`src/rtl/rf_arb_pkg.sv`:
```
`default_nettype none
// ============================================================================
// Module      : rf_arb_pkg
// Description : Shared types and defaults for the register-file write
//               arbiter: width defaults, arbitration mode encoding and the
//               writeback request record.
// Revision    : 1.0 - initial release
// ============================================================================
package rf_arb_pkg;

    localparam int c_DEF_A_WIDTH = 5;
    localparam int c_DEF_D_WIDTH = 32;

    // Arbitration priority applied when both requesters are valid
    typedef enum logic [0:0] {
        PRIO_LSU = 1'b0,
        PRIO_ALU = 1'b1
    } arb_mode_e;

    // One writeback request at the default widths
    typedef struct packed {
        logic [c_DEF_A_WIDTH-1:0] rd;
        logic [c_DEF_D_WIDTH-1:0] data;
    } wb_req_t;

endpackage
`default_nettype wire

```
`src/rtl/rf_arb_starve_ctr.sv`:
```
`default_nettype none
// ============================================================================
// Module      : rf_arb_starve_ctr
// Description : Counts consecutive conflicts lost by the ALU and flips the
//               arbiter to ALU priority once it has lost STARVE_MAX in a row.
//               Any ALU writeback returns the arbiter to LSU priority.
// Revision    : 1.0 - initial release
// ============================================================================
module rf_arb_starve_ctr
    import rf_arb_pkg::*;
#(
    parameter int STARVE_MAX = 3
) (
    input  logic      clk,
    input  logic      rst,
    input  logic      i_alu_valid,
    input  logic      i_alu_xfer,
    input  logic      i_lsu_conflict_win,
    output arb_mode_e o_mode
);

    // Counter value seen on the loss that completes the starvation run
    localparam logic [3:0] c_LAST_LOSS = 4'(STARVE_MAX - 1);

    arb_mode_e  r_mode;
    logic [3:0] r_starve_cnt;

    // Starvation counter and mode FSM, both cleared asynchronously
    always_ff @(posedge clk or posedge rst) begin
        if (rst) begin
            r_mode       <= PRIO_LSU;
            r_starve_cnt <= 4'd0;
        end else begin
            if (i_alu_xfer || !i_alu_valid) begin
                r_starve_cnt <= 4'd0;
            end else if (i_lsu_conflict_win) begin
                r_starve_cnt <= r_starve_cnt + 4'd1;
            end

            case (r_mode)
                PRIO_LSU: begin
                    if (i_lsu_conflict_win && (r_starve_cnt == c_LAST_LOSS)) begin
                        r_mode <= PRIO_ALU;
                    end
                end
                PRIO_ALU: begin
                    if (i_alu_xfer) begin
                        r_mode <= PRIO_LSU;
                    end
                end
                default: r_mode <= PRIO_LSU;
            endcase
        end
    end

    assign o_mode = r_mode;

endmodule
`default_nettype wire

```
`src/rtl/rf_write_arbiter.sv`:
```
`default_nettype none
// ============================================================================
// Module      : rf_write_arbiter
// Description : Arbitrates ALU and load-return writebacks onto the single
//               register-file write port with one cycle of latency. LSU wins
//               conflicts by default; with RF_ARB_FAIR_EN defined a starvation
//               counter hands priority to the ALU after STARVE_MAX lost
//               conflicts in a row.
//               Build option: RF_ARB_FAIR_EN (undefined -> fixed LSU priority)
// Revision    : 1.0 - initial release
// ============================================================================
module rf_write_arbiter
    import rf_arb_pkg::*;
#(
    parameter int A_WIDTH    = c_DEF_A_WIDTH,
    parameter int D_WIDTH    = c_DEF_D_WIDTH,
    parameter int STARVE_MAX = 3
) (
    input  logic               clk,
    input  logic               rst,
    input  logic               alu_valid,
    output logic               alu_ready,
    input  logic [A_WIDTH-1:0] alu_rd,
    input  logic [D_WIDTH-1:0] alu_data,
    input  logic               lsu_valid,
    output logic               lsu_ready,
    input  logic [A_WIDTH-1:0] lsu_rd,
    input  logic [D_WIDTH-1:0] lsu_data,
    output logic               we3,
    output logic [A_WIDTH-1:0] ad3,
    output logic [D_WIDTH-1:0] wd3,
    output logic               conflict
);

    // The counter is 4 bits wide, so the threshold must fit in 1..15
    if ((STARVE_MAX < 1) || (STARVE_MAX > 15)) begin : g_starve_max_range
        $error("rf_write_arbiter: STARVE_MAX must lie in 1..15");
    end

    arb_mode_e          w_mode;
    logic               w_both;
    logic               w_alu_xfer;
    logic               w_lsu_xfer;
    logic               w_write;
    logic [A_WIDTH-1:0] w_sel_rd;
    logic [D_WIDTH-1:0] w_sel_data;

    logic               r_we3;
    logic [A_WIDTH-1:0] r_ad3;
    logic [D_WIDTH-1:0] r_wd3;
    logic               r_conflict;

    assign w_both = alu_valid && lsu_valid;

`ifdef RF_ARB_FAIR_EN
    rf_arb_starve_ctr #(
        .STARVE_MAX (STARVE_MAX)
    ) u_starve_ctr (
        .clk                (clk),
        .rst                (rst),
        .i_alu_valid        (alu_valid),
        .i_alu_xfer         (w_alu_xfer),
        .i_lsu_conflict_win (w_both && (w_mode == PRIO_LSU)),
        .o_mode             (w_mode)
    );
`else
    assign w_mode = PRIO_LSU;
`endif

    // Readies depend only on the valids and the mode, never on rd/data
    assign alu_ready  = !w_both || (w_mode == PRIO_ALU);
    assign lsu_ready  = !w_both || (w_mode == PRIO_LSU);
    assign w_alu_xfer = alu_valid && alu_ready;
    assign w_lsu_xfer = lsu_valid && lsu_ready;

    // At most one transfer per cycle, so a plain mux picks the winner
    assign w_sel_rd   = w_lsu_xfer ? lsu_rd   : alu_rd;
    assign w_sel_data = w_lsu_xfer ? lsu_data : alu_data;

    // Writes to r0 complete the handshake but never reach the register file
    assign w_write = (w_alu_xfer || w_lsu_xfer) && (w_sel_rd != '0);

    // Registered write port and conflict flag; address/data hold when idle
    always_ff @(posedge clk or posedge rst) begin
        if (rst) begin
            r_we3      <= 1'b0;
            r_ad3      <= '0;
            r_wd3      <= '0;
            r_conflict <= 1'b0;
        end else begin
            r_we3      <= w_write;
            r_conflict <= w_both;
            if (w_write) begin
                r_ad3 <= w_sel_rd;
                r_wd3 <= w_sel_data;
            end
        end
    end

    assign we3      = r_we3;
    assign ad3      = r_ad3;
    assign wd3      = r_wd3;
    assign conflict = r_conflict;

endmodule
`default_nettype wire

```
`config.mk`:
```
export PLATFORM = sky130hd
export DESIGN_NAME = rf_write_arbiter
export DESIGN_NICKNAME = d
export VERILOG_FILES = /design/src/rtl/rf_arb_pkg.sv /design/src/rtl/rf_arb_starve_ctr.sv /design/src/rtl/rf_write_arbiter.sv
export SDC_FILE = /design/constraint.sdc
export NUM_CORES = 1
export LEC_CHECK = 0
export CAP_MARGIN = 20
export CORE_MARGIN = 4
export CORE_UTILIZATION = 34
export DETAILED_ROUTE_END_ITERATION = 16
export GPL_TIMING_DRIVEN = 0
export PLACE_DENSITY_LB_ADDON = 0.12
export REMOVE_ABC_BUFFERS = 1
export SYNTH_ARGS = -nofsm -noshare
export SYNTH_HDL_FRONTEND = slang
export SYNTH_SLANG_ARGS = --single-unit
```
`constraint.sdc`:
```
create_clock -name clk -period 0.89 [get_ports clk]
set_input_delay 0.089 -clock clk [delete_from_list [all_inputs] [get_ports clk]]
set_output_delay 0.089 -clock clk [all_outputs]
set_load 0.01 [all_outputs]
```
==> results of run 1 <==
## cells in the mapped netlist (all sizes together), types with 2 or more instances
cell type,number,area share (%)
dfrtp,39,48
inv,3,0.56
buf,6,2.5
o21ai,2,0.49
nand2,3,0.56
clkbuf,2,0.37
mux2,70,44
## how the worst max path moves through the flow
stage	from	endpoint	slack [ps]	depth (start not counted)
floorplan	lsu_valid	ad3[1]	-1460	4
global placement	lsu_valid	ad3[1]	-4000	4
detailed placement	lsu_valid	wd3[1]	-1670	6
CTS	lsu_rd[1]	wd3[9]	-560	7
global route	lsu_rd[1]	wd3[7]	-590	7
finish	lsu_rd[1]	wd3[14]	-540	7
## worst max-delay path, delay by kind of cell
family	cells	cell delay, ps
buf+inv	3	380
compound gates	2	310
mux	1	290
simple gates	1	540
## stage by stage
| step | setup WS (ps) | area, um2 |
|---|---|---|
| floorplan | -1460 | 1970 |
| global route | -588 | 3610 |
| global placement | -4000 | 3230 |
| CTS | -563 | 3550 |
| finish | -545 | 3610 |
| detailed placement | -1670 | 3250 |
## registers in the layout, indices dropped and copies added (netlist names)
signal,count
wd3,32
ad3,5
conflict,1
we3,1
## report_power, final
part | internal, mW | switching (mW)
Sequential | 1.98 | 0.124
Combinational | 1.14 | 0.552
Clock | 0.608 | 0.597
Total | 3.73 | 1.27
## area by class of cell
type	count	share of cell area, %
Clock buffer	6	2.29
Clock inverter	1	0.139
Inverter	3	0.347
Multi-Input combinational cell	83	28.0
Sequential cell	39	27.0
Tap cell	72	2.50
Timing Repair Buffer	144	39.7
## logic make-up (layout without fill, tap and decap cells)
logic type / Yosys count / after routing
DFF: 39 / 39
other: 1 / 1
AOI/OAI and AO/OA: 5 / 5
muxes: 71 / 71
buffers and inverters: 11 / 154
and+or+nand+nor: 6 / 6
## what timing repair did
item	4_1_cts	5_1_grt
pin swaps	4	2
buffers inserted	17	5
setup endpoints to repair	78	116
hold endpoints to repair	0	0
cloned	6	0
hold buffers	0	0
resized for setup	211	14
## metal layers
layer	up-vias	wire, um	share of wire (%)
li1	769	-	-
met3	10	524	8.6
met2	79	2940	48
met4	0	97	1.6
met1	784	2500	41
met5	-	0	0
==> metrics.md, run 1 <==
| Metric | Value |
|---|---|
| Slowest-stage cell, CP | `or4b_4` |
| Final wirelength | `6060 um` |
| CTS tree | `done` |
| Fin. max-slew vios | `0` |
| Number of synthesized flops with an enable pin | `0` |
| Setup tns final | `-18,400 ps` |
| Commonest non-fill, non-tap cell in the layout | `clkdlybuf4s50_1` |
| Starting density of the core | `35.9%` |
| Worst setup SP type | `input port` |
| P_leak | `1.69 nW` |
| Routed length per placed instance | `17.4 um` |
| Die span in x | `85.2 um` |
| CTS Sinks | `39` |
| Die ar. | `7250 um2` |
| Period Utilization, post-route | `161%` |
| Kind of critical path | `input port to flip-flop` |
| Register area share after synthesis | `48.2%` |
| Status | `complete, but fails checks` |
| CP Cell Sequence | `buf_6, or4b_4, o22ai_4, a21oi_4, buf_6, buf_16, mux2_4` |
| CP Max Fanout | `7` |
| Multi-input gate area | `1010 um2` |
| Residual DRC | `0` |
| Layout cell share with drive strength beyond 1 | `56.5%` |
| Setup-failing EPs final | `69` |
| First-pass DRT Iterations | `2` |
| M3 GR Usage | `6.31%` |
| Clk buf depth | `2` |
| Worst slew pin tran | `680 ps` |
| Final Util | `64.0%` |
| Most frequent cells in the layout | `67 x clkdlybuf4s50_1, 41 x mux2_2, 39 x dfrtp_1` |
| Via-to-Cell Ratio | `4.72` |
| Overall Power | `5.00 mW` |
| Antenna fix cells | `0` |
| FMAX | `697 MHz` |
| Global Route Usage Sum | `16.7%` |
| Final Hold Viols | `0` |
| I/O Pins | `119` |
| Largest net degree at the start of global routing | `40` |
| Worst hold start | `lsu_rd[0]` |
| Post-synth cell types | `19` |
| Clock buffer count from CTS | `5` |
| Mapped cell area | `2020 um2` |
| GRT Residual Overflow | `0` |
| First-pass GRT wire length | `9300 um` |
| NumNets Final | `354` |
| Largest family of logic cells by synthesized area | `multiplexers` |
| Layout Cells excl Fill | `348` |
| Antenna violations before repair | `0` |
| CP Capture Type | `flip-flop` |
| Post-synthesis simple-gate area fraction | `1.61%` |
| Slew margin rel. | `54.6%` |
| Max rail drop VDD | `0.703 mV` |
| Clk pin slew, worst setup/hold paths | `80 ps` |
| CTS Root Cell | `clkbuf_8` |
| Hold Path Sink | `ad3[0]` |
| Pwr Density | `1390 nW/um2` |
| # rows | `27` |
| Synth Register Bits | `39` |
| Asr flop ratio synth | `100%` |
| XOR/XNOR share of the synthesized area | `0%` |
| Unrepaired setup endpoints after global routing | `true` |
| Die Y | `85.2 um` |
| Most Frequent Cell on Critical Path | `buf_6` |
| Met1 usage | `20.2%` |
| ANT nets after route | `0` |
| H-Tree Depth | `2` |
| WP data required | `1070 ps` |
| P&R area growth vs syn | `78.3%` |
| Vias after detailed routing | `1,642` |
| Fillers | `460` |
| Adder-cell share of the synthesized area | `0%` |
| Number of buffers added on ports | `117` |
| Mapped Cells | `133` |
| Fraction of synthesized area in multiplexers | `44.6%` |
| CP peak stage delay | `540 ps` |
| Vias in the first global route | `1,804` |
| Met2 usage | `27.9%` |
| Synth warn | `0` |
| Max-cap violations | `0` |
| Setup ws final | `-545 ps` |
| Drt initial violations | `15` |
| Hold Path Class | `input port to flip-flop` |
| RR Endpoint | `wd3[25]` |
| Worst-case reg-to-reg path depth | `2` |
| Reg area | `976 um2` |
| Tmin final | `1430 ps` |
| Global route hottest layer | `met2` |
| Synth Area in Compound Gates | `1.98%` |
| FF-to-FF Start | `wd3[25]` |
| Failing checks | `negative setup slack` |
| Clock skew | `0 ps` |
| Final GP Congestion | `0.701` |
| Critical path arrival | `1620 ps` |
| Top FF cell, synth | `dfrtp_1` |
| Mapped Avg Cell Area | `15.2 um2` |
| Worst R2R Setup Slack | `-20 ps` |
| Post-DP HPWL | `3700 um` |
| Core Area | `5640 um2` |
| Hold path depth | `3` |
| Worst hold slack | `12.3 ps` |
| Placed Cells | `315` |
| Clk_lat worst skew | `290 ps` |
(Power assumes the default switching activity.)
==> run 2: changes to the inputs <==
SLEW_MARGIN = 20   (was default)
==> run 2 against run 1 <==
  * The run still ends with negative setup slack left
  * Cell count up 2.0%
  * Die area did not move
  * Worst hold slack improved by 29 ps
  * Sequential power hardly changed
  * Critical path depth grew 1
  * Worst setup slack got worse by 160 ps
  * Flip-flop and latch count did not move
  * Wire length shrank 5.1%
  * Cell area up 3.1%
  * Highest routed layer unchanged
==> metrics.md, run 2 (same netlist as run 1, synthesis figures left out) <==
| Metric | Value |
|---|---|
| Unrepaired setup endpoints after global routing | `true` |
| First-pass DRT Iterations | `2` |
| Final Hold Viols | `0` |
| Worst hold slack | `41.2 ps` |
| Most Frequent Cell on Critical Path | `buf_16` |
| Fin. max-slew vios | `0` |
| Starting density of the core | `35.9%` |
| Final Instance Area | `3720 um2` |
| Setup ws final | `-705 ps` |
| H-Tree Depth | `2` |
| CTS tree | `done` |
| Commonest non-fill, non-tap cell in the layout | `clkdlybuf4s50_1` |
| Largest net degree at the start of global routing | `35` |
| Antenna violations before repair | `0` |
| Die span in x | `85.2 um` |
| CP peak stage delay | `530 ps` |
| CP Cell Sequence | `buf_16, buf_16, or4_4, o22ai_4, a21oi_4, buf_12, buf_16, mux2_4` |
| Clock skew | `0 ps` |
| Critical path arrival | `1770 ps` |
| Clock buffer count from CTS | `5` |
| Kind of critical path | `input port to flip-flop` |
| Residual DRC | `0` |
| Die ar. | `7250 um2` |
| Period Utilization, post-route | `179%` |
| Clk_lat worst skew | `280 ps` |
| Max-cap violations | `0` |
| Slowest-stage cell, CP | `or4_4` |
| Drt initial violations | `42` |
| Setup-failing EPs final | `66` |
| Layout cell share with drive strength beyond 1 | `55.8%` |
| Final GP Congestion | `0.701` |
| Hold Path Class | `input port to flip-flop` |
| Final wirelength | `5750 um` |
| CTS Sinks | `39` |
| Worst setup SP type | `input port` |
| P&R area growth vs syn | `83.9%` |
| Overall Power | `5.34 mW` |
| I/O Pins | `119` |
| Vias after detailed routing | `1,642` |
| Vias in the first global route | `1,800` |
| Number of buffers added on ports | `117` |
| Setup tns final | `-24,680 ps` |
| Die Y | `85.2 um` |
| Core Area | `5640 um2` |
| WP data required | `1060 ps` |
| Tmin final | `1600 ps` |
| Clk pin slew, worst setup/hold paths | `70 ps` |
| Via-to-Cell Ratio | `4.63` |
| Failing checks | `negative setup slack` |
| FMAX | `627 MHz` |
| CTS Root Cell | `clkbuf_8` |
| Global Route Usage Sum | `15.4%` |
| Pwr Density | `1430 nW/um2` |
| DP Area | `3330 um2` |
| Max rail drop VDD | `0.807 mV` |
| CP Max Fanout | `5` |
| First-pass GRT wire length | `8830 um` |
| Largest register FFs | `32` |
| Status | `complete, but fails checks` |
| P_leak | `1.73 nW` |
| Routed length per placed instance | `16.2 um` |
| Antenna fix cells | `0` |
| GRT Residual Overflow | `0` |
| # rows | `27` |
| Clk buf depth | `2` |
| CP Capture Type | `flip-flop` |
| NumNets Final | `360` |
| Post-DP HPWL | `3870 um` |
| Most frequent cells in the layout | `69 x clkdlybuf4s50_1, 42 x mux2_2, 39 x dfrtp_1` |
| ANT nets after route | `0` |
## run 2: area by class of cell
cell class	count	area (um2)
fill	443	1920
timing repair buffer	150	1520
multi-input combinational	83	1010
sequential	39	976
tap	72	90.1
clock buffer	6	82.6
clock inverter	2	35.0
inverter	3	11.3
## run 2: routing by layer
layer / wire length, um / share of wire, % / global-route usage [%]
met1: 2310 / 40 / 18.1
met2: 2920 / 51 / 27.1
met3: 474 / 8.2 / 5.15
met4: 46 / 0.80 / 3.60
met5: 0 / 0 / 0
## run 2: power breakdown
group	switching (mW)	internal, mW
Sequential	0.123	1.98
Clock	0.608	0.907
Combinational	0.554	1.17
Total	1.29	4.06
## run 2: timing repair
item	4_1_cts	5_1_grt
pin swaps	4	4
hold endpoints to repair	1	0
setup endpoints to repair	78	78
hold buffers	2	0
buffers inserted	18	7
gates cloned	4	0
gates resized for setup	192	18
## run 2: worst max-delay path, delay by kind of cell
kind            cells  cell delay (ps)
compound gates      2              320
buf+inv             4              550
mux                 1              290
simple gates        1              530
## run 2: final timing paths
check                                from      end  slack, ps  cells after the start
worst min register to register    wd3[19]  wd3[19]        510                      1
worst max register to register     wd3[9]   wd3[9]        -10                      2
worst max-delay path            lsu_valid  wd3[26]       -710                      8
worst min-delay path            lsu_rd[0]   ad3[0]         40                      3
min in group asynchronous             rst   ad3[1]        170                      3
max in group asynchronous             rst   ad3[0]        100                      3
## run 2: metrics by stage
step           util (%)  std cells  worst slack (ps)
2_1_floorplan         -        125             -1460
4_1_cts            64.4        350              -680
5_1_grt            66.0        355              -728
6_report           66.0        355              -705
3_3_place_gp       57.2        314             -4000
3_5_place_dp       59.1        318             -1390
